`src/rtl/hub75_capture_if.sv`:
```
`timescale 1ns/1ps
// Row-output port of hub75_capture: captured double row, status and valid/ready handshake.
// Carries row_oe_cycles when HUB75_CAPTURE_OE_EN is defined.
interface hub75_capture_if #(
  parameter int NUM_COLS  = 64,
  parameter int SCAN_RATE = 32,
  parameter int CW        = $clog2(NUM_COLS + 1)
);
  logic [3*NUM_COLS-1:0]        row_rgb0;
  logic [3*NUM_COLS-1:0]        row_rgb1;
  logic [$clog2(SCAN_RATE)-1:0] row_addr;
  logic [CW-1:0]                row_count;
  logic                         row_long;
  logic                         row_valid;
  logic                         row_ready;
  logic                         overflow;
`ifdef HUB75_CAPTURE_OE_EN
  logic [15:0]                  row_oe_cycles;

  modport master (
    output row_rgb0, row_rgb1, row_addr, row_count, row_long, row_valid, overflow, row_oe_cycles,
    input  row_ready
  );
  modport slave (
    input  row_rgb0, row_rgb1, row_addr, row_count, row_long, row_valid, overflow, row_oe_cycles,
    output row_ready
  );
`else
  modport master (
    output row_rgb0, row_rgb1, row_addr, row_count, row_long, row_valid, overflow,
    input  row_ready
  );
  modport slave (
    input  row_rgb0, row_rgb1, row_addr, row_count, row_long, row_valid, overflow,
    output row_ready
  );
`endif
endinterface

```
`src/rtl/hub75_capture.sv`:
```
`timescale 1ns/1ps
// HUB75 receive-side capture: oversamples panel pins, shifts RGB on hub75_clk rises and
// presents each latched double row on a valid/ready port. Optional HUB75_CAPTURE_OE_EN adds row_oe_cycles.
module hub75_capture #(
  parameter int NUM_COLS  = 64,
  parameter int SCAN_RATE = 32,
  parameter int CW        = $clog2(NUM_COLS + 1)
) (
  input  logic                         clk_in,
  input  logic                         rst_in_n,
  input  logic                         hub75_clk,
  input  logic                         hub75_latch,
  input  logic                         hub75_OE,
  input  logic [$clog2(SCAN_RATE)-1:0] hub75_addr,
  input  logic [2:0]                   hub75_rgb0,
  input  logic [2:0]                   hub75_rgb1,
  hub75_capture_if.master              row_if
);
  localparam int AW = $clog2(SCAN_RATE);
  localparam int BW = 3 * NUM_COLS;
  localparam logic [CW-1:0] FULL = CW'(NUM_COLS);

  typedef enum logic {SHIFT, PEND} state_t;
  state_t state_reg, state_next;

  // Control pins packed as {oe, latch, clk}; the prev stage feeds edge detection.
  logic [2:0]    ctl_meta_reg, ctl_sync_reg, ctl_prev_reg;
  logic [AW-1:0] addr_meta_reg, addr_sync_reg;
  logic          clk_rise, latch_rise;
  logic          oe_prev_unused;

  always_ff @(posedge clk_in or negedge rst_in_n) begin
    if (!rst_in_n) begin
      ctl_meta_reg  <= '0;
      ctl_sync_reg  <= '0;
      ctl_prev_reg  <= '0;
      addr_meta_reg <= '0;
      addr_sync_reg <= '0;
    end else begin
      ctl_meta_reg  <= {hub75_OE, hub75_latch, hub75_clk};
      ctl_sync_reg  <= ctl_meta_reg;
      ctl_prev_reg  <= ctl_sync_reg;
      addr_meta_reg <= hub75_addr;
      addr_sync_reg <= addr_meta_reg;
    end
  end

  assign clk_rise       = ctl_sync_reg[0] & ~ctl_prev_reg[0];
  assign latch_rise     = ctl_sync_reg[1] & ~ctl_prev_reg[1];
  assign oe_prev_unused = ctl_prev_reg[2];

  logic [2:0]    rgb_pin    [2];
  logic [BW-1:0] shift_next [2];
  assign rgb_pin[0] = hub75_rgb0;
  assign rgb_pin[1] = hub75_rgb1;

  // Data pins see the same two-stage delay as the clock pin, keeping them aligned with clk_rise.
  genvar gi;
  generate
    for (gi = 0; gi < 2; gi++) begin : gen_half
      logic [2:0]    rgb_meta_reg, rgb_sync_reg;
      logic [BW-1:0] shift_reg;

      always_ff @(posedge clk_in or negedge rst_in_n) begin
        if (!rst_in_n) begin
          rgb_meta_reg <= '0;
          rgb_sync_reg <= '0;
          shift_reg    <= '0;
        end else begin
          rgb_meta_reg <= rgb_pin[gi];
          rgb_sync_reg <= rgb_meta_reg;
          shift_reg    <= shift_next[gi];
        end
      end

      assign shift_next[gi] = clk_rise ? {shift_reg[BW-4:0], rgb_sync_reg} : shift_reg;
    end
  endgenerate

  logic [CW-1:0] col_cnt_reg, col_cnt_next;
  logic          long_reg, long_next;

  always_comb begin
    col_cnt_next = col_cnt_reg;
    long_next    = long_reg;
    if (clk_rise) begin
      if (col_cnt_reg == FULL) long_next = 1'b1;
      else                     col_cnt_next = col_cnt_reg + 1'b1;
    end
  end

  always_ff @(posedge clk_in or negedge rst_in_n) begin
    if (!rst_in_n) begin
      col_cnt_reg <= '0;
      long_reg    <= 1'b0;
    end else if (latch_rise) begin
      col_cnt_reg <= '0;
      long_reg    <= 1'b0;
    end else begin
      col_cnt_reg <= col_cnt_next;
      long_reg    <= long_next;
    end
  end

  logic load, accept, drop;

  always_comb begin
    state_next       = state_reg;
    row_if.row_valid = 1'b0;
    accept           = 1'b0;
    load             = 1'b0;
    drop             = 1'b0;
    case (state_reg)
      SHIFT: begin
        if (latch_rise) begin
          load       = 1'b1;
          state_next = PEND;
        end
      end
      PEND: begin
        row_if.row_valid = 1'b1;
        accept           = row_if.row_ready;
        // A latch in the same cycle as the accept refills the slot instead of overflowing.
        if (latch_rise) begin
          if (accept) load = 1'b1;
          else        drop = 1'b1;
        end
        if (load)        state_next = PEND;
        else if (accept) state_next = SHIFT;
      end
      default: state_next = SHIFT;
    endcase
  end

  always_ff @(posedge clk_in or negedge rst_in_n) begin
    if (!rst_in_n) begin
      state_reg        <= SHIFT;
      row_if.row_rgb0  <= '0;
      row_if.row_rgb1  <= '0;
      row_if.row_addr  <= '0;
      row_if.row_count <= '0;
      row_if.row_long  <= 1'b0;
      row_if.overflow  <= 1'b0;
    end else begin
      state_reg <= state_next;
      if (load) begin
        row_if.row_rgb0  <= shift_next[0];
        row_if.row_rgb1  <= shift_next[1];
        row_if.row_addr  <= addr_sync_reg;
        row_if.row_count <= col_cnt_next;
        row_if.row_long  <= long_next;
      end
      if (drop) row_if.overflow <= 1'b1;
    end
  end

`ifdef HUB75_CAPTURE_OE_EN
  // Cycles with the panel lit (OE low) since the previous latch rise.
  logic [15:0] oe_cnt_reg;

  always_ff @(posedge clk_in or negedge rst_in_n) begin
    if (!rst_in_n) begin
      oe_cnt_reg           <= '0;
      row_if.row_oe_cycles <= '0;
    end else begin
      if (latch_rise)                                       oe_cnt_reg <= '0;
      else if (!ctl_sync_reg[2] && oe_cnt_reg != 16'hFFFF) oe_cnt_reg <= oe_cnt_reg + 16'd1;
      if (load) row_if.row_oe_cycles <= oe_cnt_reg;
    end
  end
`endif
endmodule

```
`src/flat_wrapper.sv`:
```
// flat-port wrapper written by rule: the top's interface ports become plain ports
module hub75_capture_flat 
#(
  parameter int NUM_COLS  = 64,
  parameter int SCAN_RATE = 32,
  parameter int CW        = $clog2(NUM_COLS + 1)
)
  (clk_in, rst_in_n, hub75_clk, hub75_latch, hub75_OE, hub75_addr, hub75_rgb0, hub75_rgb1, row_if_row_rgb0, row_if_row_rgb1, row_if_row_addr, row_if_row_count, row_if_row_long, row_if_row_valid, row_if_overflow, row_if_row_ready);
  hub75_capture_if #(.NUM_COLS(NUM_COLS), .SCAN_RATE(SCAN_RATE), .CW(CW)) row_if_i ();
  input  logic clk_in;
  input  logic rst_in_n;
  input  logic hub75_clk;
  input  logic hub75_latch;
  input  logic hub75_OE;
  input  logic [$clog2(SCAN_RATE)-1:0] hub75_addr;
  input  logic [2:0] hub75_rgb0;
  input  logic [2:0] hub75_rgb1;
  output wire logic [$bits(row_if_i.row_rgb0)-1:0] row_if_row_rgb0;
  output wire logic [$bits(row_if_i.row_rgb1)-1:0] row_if_row_rgb1;
  output wire logic [$bits(row_if_i.row_addr)-1:0] row_if_row_addr;
  output wire logic [$bits(row_if_i.row_count)-1:0] row_if_row_count;
  output wire logic [$bits(row_if_i.row_long)-1:0] row_if_row_long;
  output wire logic [$bits(row_if_i.row_valid)-1:0] row_if_row_valid;
  output wire logic [$bits(row_if_i.overflow)-1:0] row_if_overflow;
  input wire logic [$bits(row_if_i.row_ready)-1:0] row_if_row_ready;
  assign row_if_row_rgb0 = row_if_i.row_rgb0;
  assign row_if_row_rgb1 = row_if_i.row_rgb1;
  assign row_if_row_addr = row_if_i.row_addr;
  assign row_if_row_count = row_if_i.row_count;
  assign row_if_row_long = row_if_i.row_long;
  assign row_if_row_valid = row_if_i.row_valid;
  assign row_if_overflow = row_if_i.overflow;
  assign row_if_i.row_ready = row_if_row_ready;
  hub75_capture #(.NUM_COLS(NUM_COLS), .SCAN_RATE(SCAN_RATE), .CW(CW)) u_core (.clk_in(clk_in), .rst_in_n(rst_in_n), .hub75_clk(hub75_clk), .hub75_latch(hub75_latch), .hub75_OE(hub75_OE), .hub75_addr(hub75_addr), .hub75_rgb0(hub75_rgb0), .hub75_rgb1(hub75_rgb1), .row_if(row_if_i));
endmodule
```
`config.mk`:
```
export PLATFORM = sky130hd
export DESIGN_NAME = hub75_capture_flat
export DESIGN_NICKNAME = d
export VERILOG_FILES = /design/src/rtl/hub75_capture_if.sv /design/src/rtl/hub75_capture.sv /design/src/flat_wrapper.sv
export SDC_FILE = /design/constraint.sdc
export NUM_CORES = 1
export LEC_CHECK = 0
export ABC_CLOCK_PERIOD_IN_PS = 3700
export BUFFER_PORTS_ARGS = -buffer_cell sky130_fd_sc_hd__buf_2
export CAP_MARGIN = 40
export CELL_PAD_IN_SITES_DETAIL_PLACEMENT = 0
export CELL_PAD_IN_SITES_GLOBAL_PLACEMENT = 1
export CORE_MARGIN = 2
export CORE_UTILIZATION = 40
export DETAILED_ROUTE_END_ITERATION = 8
export PLACE_DENSITY_LB_ADDON = 0.1
export SYNTH_ARGS = -nofsm -noshare
export SYNTH_HDL_FRONTEND = slang
export SYNTH_SLANG_ARGS = --single-unit
```
`constraint.sdc`:
```
create_clock -name clk_in -period 3.7 [get_ports clk_in]
set_input_delay 0.37 -clock clk_in [delete_from_list [all_inputs] [get_ports clk_in]]
set_output_delay 0.37 -clock clk_in [all_outputs]
set_load 0.01 [all_outputs]
```
Word-level counts from Yosys, hierarchy flattened
Index checks and enable logic that the tools add are counted.

storage, ports and cells
  register bits after elaboration = 819
  input bits = 17
  output and inout bits = 399
  logic and storage cells = 46

cells by class
  $add $sub $neg = 1
  equality and inequality tests = 1
  muxes and demuxes = 19
  bitwise gates (word level) = 5

operator list
  kind                                          count
  two-way mux 192 bit                           2
  two-way mux 7 bit                             3
  two-way mux 1 bit                             12
  adder 7 x 1 -> 7 bit (second input constant)  1
  equality test 7 bit (second input constant)   1
  case mux 1 bit (2 select lines)               2
  NOT 1 bit                                     3
  AND 1 bit                                     2

Depth between registers and ports, before layout
  depth after elaboration = 6
  mapped depth = 7
  gate-level depth less buffers = 6

Worst setup path after synthesis
No wires, ideal clock.

  kind = register -> register
  start = register u_core.ctl_prev_reg[0]
  end = register u_core.row_if.row_rgb0[145]
  setup time = 0.117 ns
  arrival time = 1.342 ns
  data required time = 3.583 ns
  path slack = 2.241 ns
  stages on the path, launching flop included = 8
  path buffers = 3
  period minus slack after synthesis = 1.459 ns
  path through = dfrtp_1 -> nor2b_4 -> buf_6 -> buf_6 -> buf_6 -> mux2_4 -> nand2_1 -> nand2_1

RTL lines
  item                    line                    source
  start, declared         hub75_capture.sv:27     logic [2:0] ctl_meta_reg, ctl_sync_reg, ctl_prev_reg;
  start signal, assigned  hub75_capture.sv:42     ctl_prev_reg <= ctl_sync_reg;
  end signal, assigned    hub75_capture.sv:147    row_if.row_rgb0 <= shift_next[0];
  end, declared           hub75_capture_if.sv:30  output row_rgb0, row_rgb1, row_addr, row_count, row_long, row_valid, overflow,

Worst setup path after layout
  start = register u_core.ctl_sync_reg[1]
  end = register u_core.row_if.row_rgb0[29]

on the way
  word-level cells in the longest chain between the ends = 4
  elaborated cells between the ends (all ways) = 5
  those cells by class = mux (4); bitwise (1)

ends and longest elaborated chain
  item                               line                  source
  start, declared                    hub75_capture.sv:27
  start signal, assigned             hub75_capture.sv:41   ctl_sync_reg <= ctl_meta_reg;
  AND 1 bit *                        hub75_capture.sv:49   assign latch_rise = ctl_sync_reg[1] & ~ctl_prev_reg[1];
  two-way mux 1 bit                  hub75_capture.sv:124  if (latch_rise) begin
  two-way mux 1 bit                  hub75_capture.sv:113  case (state_reg)
  case mux 1 bit (2 select lines) *  hub75_capture.sv:113

Every way passes the cells marked *; elsewhere a longest branch is shown, timed or not. The select of a mux whose other input is x is not followed.
A chain may end at the register's enable or synchronous reset.

==> impl_metrics.tcl <==
set metrics [dict create \
    largest_reg_flops 384 \
    yosys_register_bits 819 \
    grt_use_total_pct 17.7 \
    worstSetupPathType "reg2reg" \
    first_global_vias 20300 \
    die_h_um 287 \
    hold-path-cell-count 3 \
    placed_cells 3937 \
    grt_pass1_wl_um 117000 \
    cap_violations 0 \
    cp_data_arrival_time_ps 2820 \
    rsz0062_at_grt "no" \
    syn_area_um2 32100 \
    tritoncts.num_buffers 88 \
    synth_warnings 0 \
    ctsResizeCount 0 \
    first_pass_iters 4 \
    dpl.hpwl_um 46900 \
    cts.path.max_buffers 3 \
    maxSlewHeadroom_pct 29.4 \
    final_cells 4114 \
    multi_input_area_um2 10400 \
    cts_tree "yes" \
    drt_iter0_drc 883 \
    synth_area_leaders "dfrtp_1, mux2_4, nand2_1" \
    drt_wl_total_um 72900 \
    hp-class "in2reg" \
    cts_setup_buffers 0 \
    ys_seq_area_share_pct 63.9 \
    drive_gt1_share_pct 32.1 \
    avgSynthCellArea_um2 12.5 \
    grt_overflow 0 \
    hold_ws_ps 143 \
    fin_worst_skew_ps 22.4 \
    slew_viol_final 0 \
    cts_root_buf "clkbuf_16" \
    wl_per_cell_um 17.7 \
    antenna_found_initial 0 \
    async_reset_ff_share_pct 100 \
    clk_pin_slew_ps 60 \
    cp-start-kind "flip-flop" \
    synthCells 2564 \
    reg2regPathDepth 5 \
    clock.fmax_mhz 434 \
    core_area_um2 79100 \
    synthesis.nets 2583 \
    finalCritPeriodShare_pct 62.3 \
    num-fill-cells 7296 \
    status "complete, no violations" \
    num_rows 103 \
    portBuffers 414 \
    gp_congestion 0.755 \
    setup_tns_ps 0 \
    nets 3010 \
    setup_viol 0 \
    finalCriticalPeriod_ps 2300 \
    via_per_inst 4.61 \
    die_x_um 287 \
    worstPathRequired_ps 4210 \
    antenna_left 0 \
    synth-edff-count 0 \
    htreeDepth 3 \
    pin_count 416 \
    ys_types 34 \
    vdd_ir_drop_max_v 0.000425 \
    start_util_pct 40.5 \
    seqCellArea_um2 20500 \
    clock-sinks 819 \
    worst_pin_slew_ps 1060 \
    num_vias 19000 \
    holdBufCountCts 14 \
    cp_max_fo 73 \
    ys.flop_type "dfrtp_1" \
    power_leakage_nw 21.1 \
    p_total_mw 21.8 \
    yosysTopAreaCell "dfrtp_1" \
    drc 0 \
    critical_path.endpoint_type "flip-flop" \
    diodes 0 \
    synth_top_cell_area_share_pct 63.9 \
    dieArea_um2 82400 \
    clk_latency_ps 630 \
    pwr_density_cell_nw_per_um2 574 \
    hold_viol 0 \
    grt_max_degree 142 \
    areaGrowthSynthToFinish_pct 18.1 \
]
synthesized netlist by cell type (3+ instances only):
master	number
inv_1	4
mux2_2	41
dfrtp_1	819
nand2_1	1176
mux2_4	343
buf_4	7
o21ai_0	7
buf_6	8
clkbuf_1	19
xnor2_1	3
buf_12	33
buf_2	66
a21oi_1	5
nor2_1	8
metrics by stage:
stage	setup slack [ps]	utilization (%)	cell area, um2
after global routing	1140	47.9	37900
after CTS	1330	47.9	37900
after global placement	1330	44.0	34800
after floorplan	2240	-	32100
after detailed placement	1360	44.0	34800
final	1400	47.9	37900
metal layers:
layer / GRT usage (%) / up-vias / wire [um]
met5: 0 / - / 0
met4: 5.48 / 0 / 1600
met3: 5.12 / 109 / 5130
met2: 28.0 / 342 / 33800
met1: 23.7 / 9476 / 32400
li1: - / 9059 / -
logic make-up after synthesis:
| family | Yosys count | share of synthesized area, % |
|---|---|---|
| DFF | 819 | 63.9 |
| xor gates and xnor gates | 4 | 0.109 |
| buffers and inverters | 137 | 3.80 |
| adders and majority gates | 2 | 0.0780 |
| muxes | 384 | 17.5 |
| AOI/OAI and AO/OA | 21 | 0.418 |
| and+or+nand+nor | 1197 | 14.2 |
final cells by class:
cell class | count | share of cell area (%)
timing repair buffer | 470 | 7.33
clock buffer | 130 | 6.71
clock inverter | 33 | 0.988
inverter | 4 | 0.0396
multi-input combinational | 1608 | 27.4
tap | 1050 | 3.47
sequential | 819 | 54.1
layout by cell type, fill, tap and decap left out, drive strengths merged, types with 3 or more instances in the layout:
cell	n
a21oi	5
buf	456
bufinv	6
clkbuf	130
clkinv	22
dfrtp	819
dlygate4sd3	14
inv	8
mux2	384
nand2	1177
nand2b	3
nor2	8
o21ai	8
xnor2	3
path summary, 6_finish.rpt:
kind	from	end	slack (ps)
min in group asynchronous	rst_in_n	u_core.row_if.row_rgb0[136]$_DFFE_PN0P_	300
hold reg to reg	u_core.gen_half[0].rgb_meta_reg[0]$_DFF_PN0_	u_core.gen_half[0].rgb_sync_reg[0]$_DFF_PN0_	350
max in group asynchronous	rst_in_n	u_core.gen_half[1].shift_reg[109]$_DFF_PN0_	2230
hold / removal	row_if_row_ready	u_core.state_reg$_DFF_PN0_	140
setup / recovery	u_core.ctl_sync_reg[1]$_DFF_PN0_	u_core.row_if.row_rgb0[29]$_DFFE_PN0P_	1400
setup reg to reg	u_core.ctl_sync_reg[1]$_DFF_PN0_	u_core.row_if.row_rgb0[29]$_DFFE_PN0P_	1400
where the power goes:
part	leakage, nW	switching (mW)	internal (mW)
sequential	11.1	0.545	9.86
combinational	8.51	1.37	1.14
clock	1.44	3.64	5.21
total	21.1	5.56	16.2
critical path, stage by stage (launching register included):
cell and delay (ps):
dfrtp_1 370, nor2b_2 540, nand2_8 440, buf_4 520, nand2_1 170, nand2_1 70
Power figures use the tool's default switching activity.
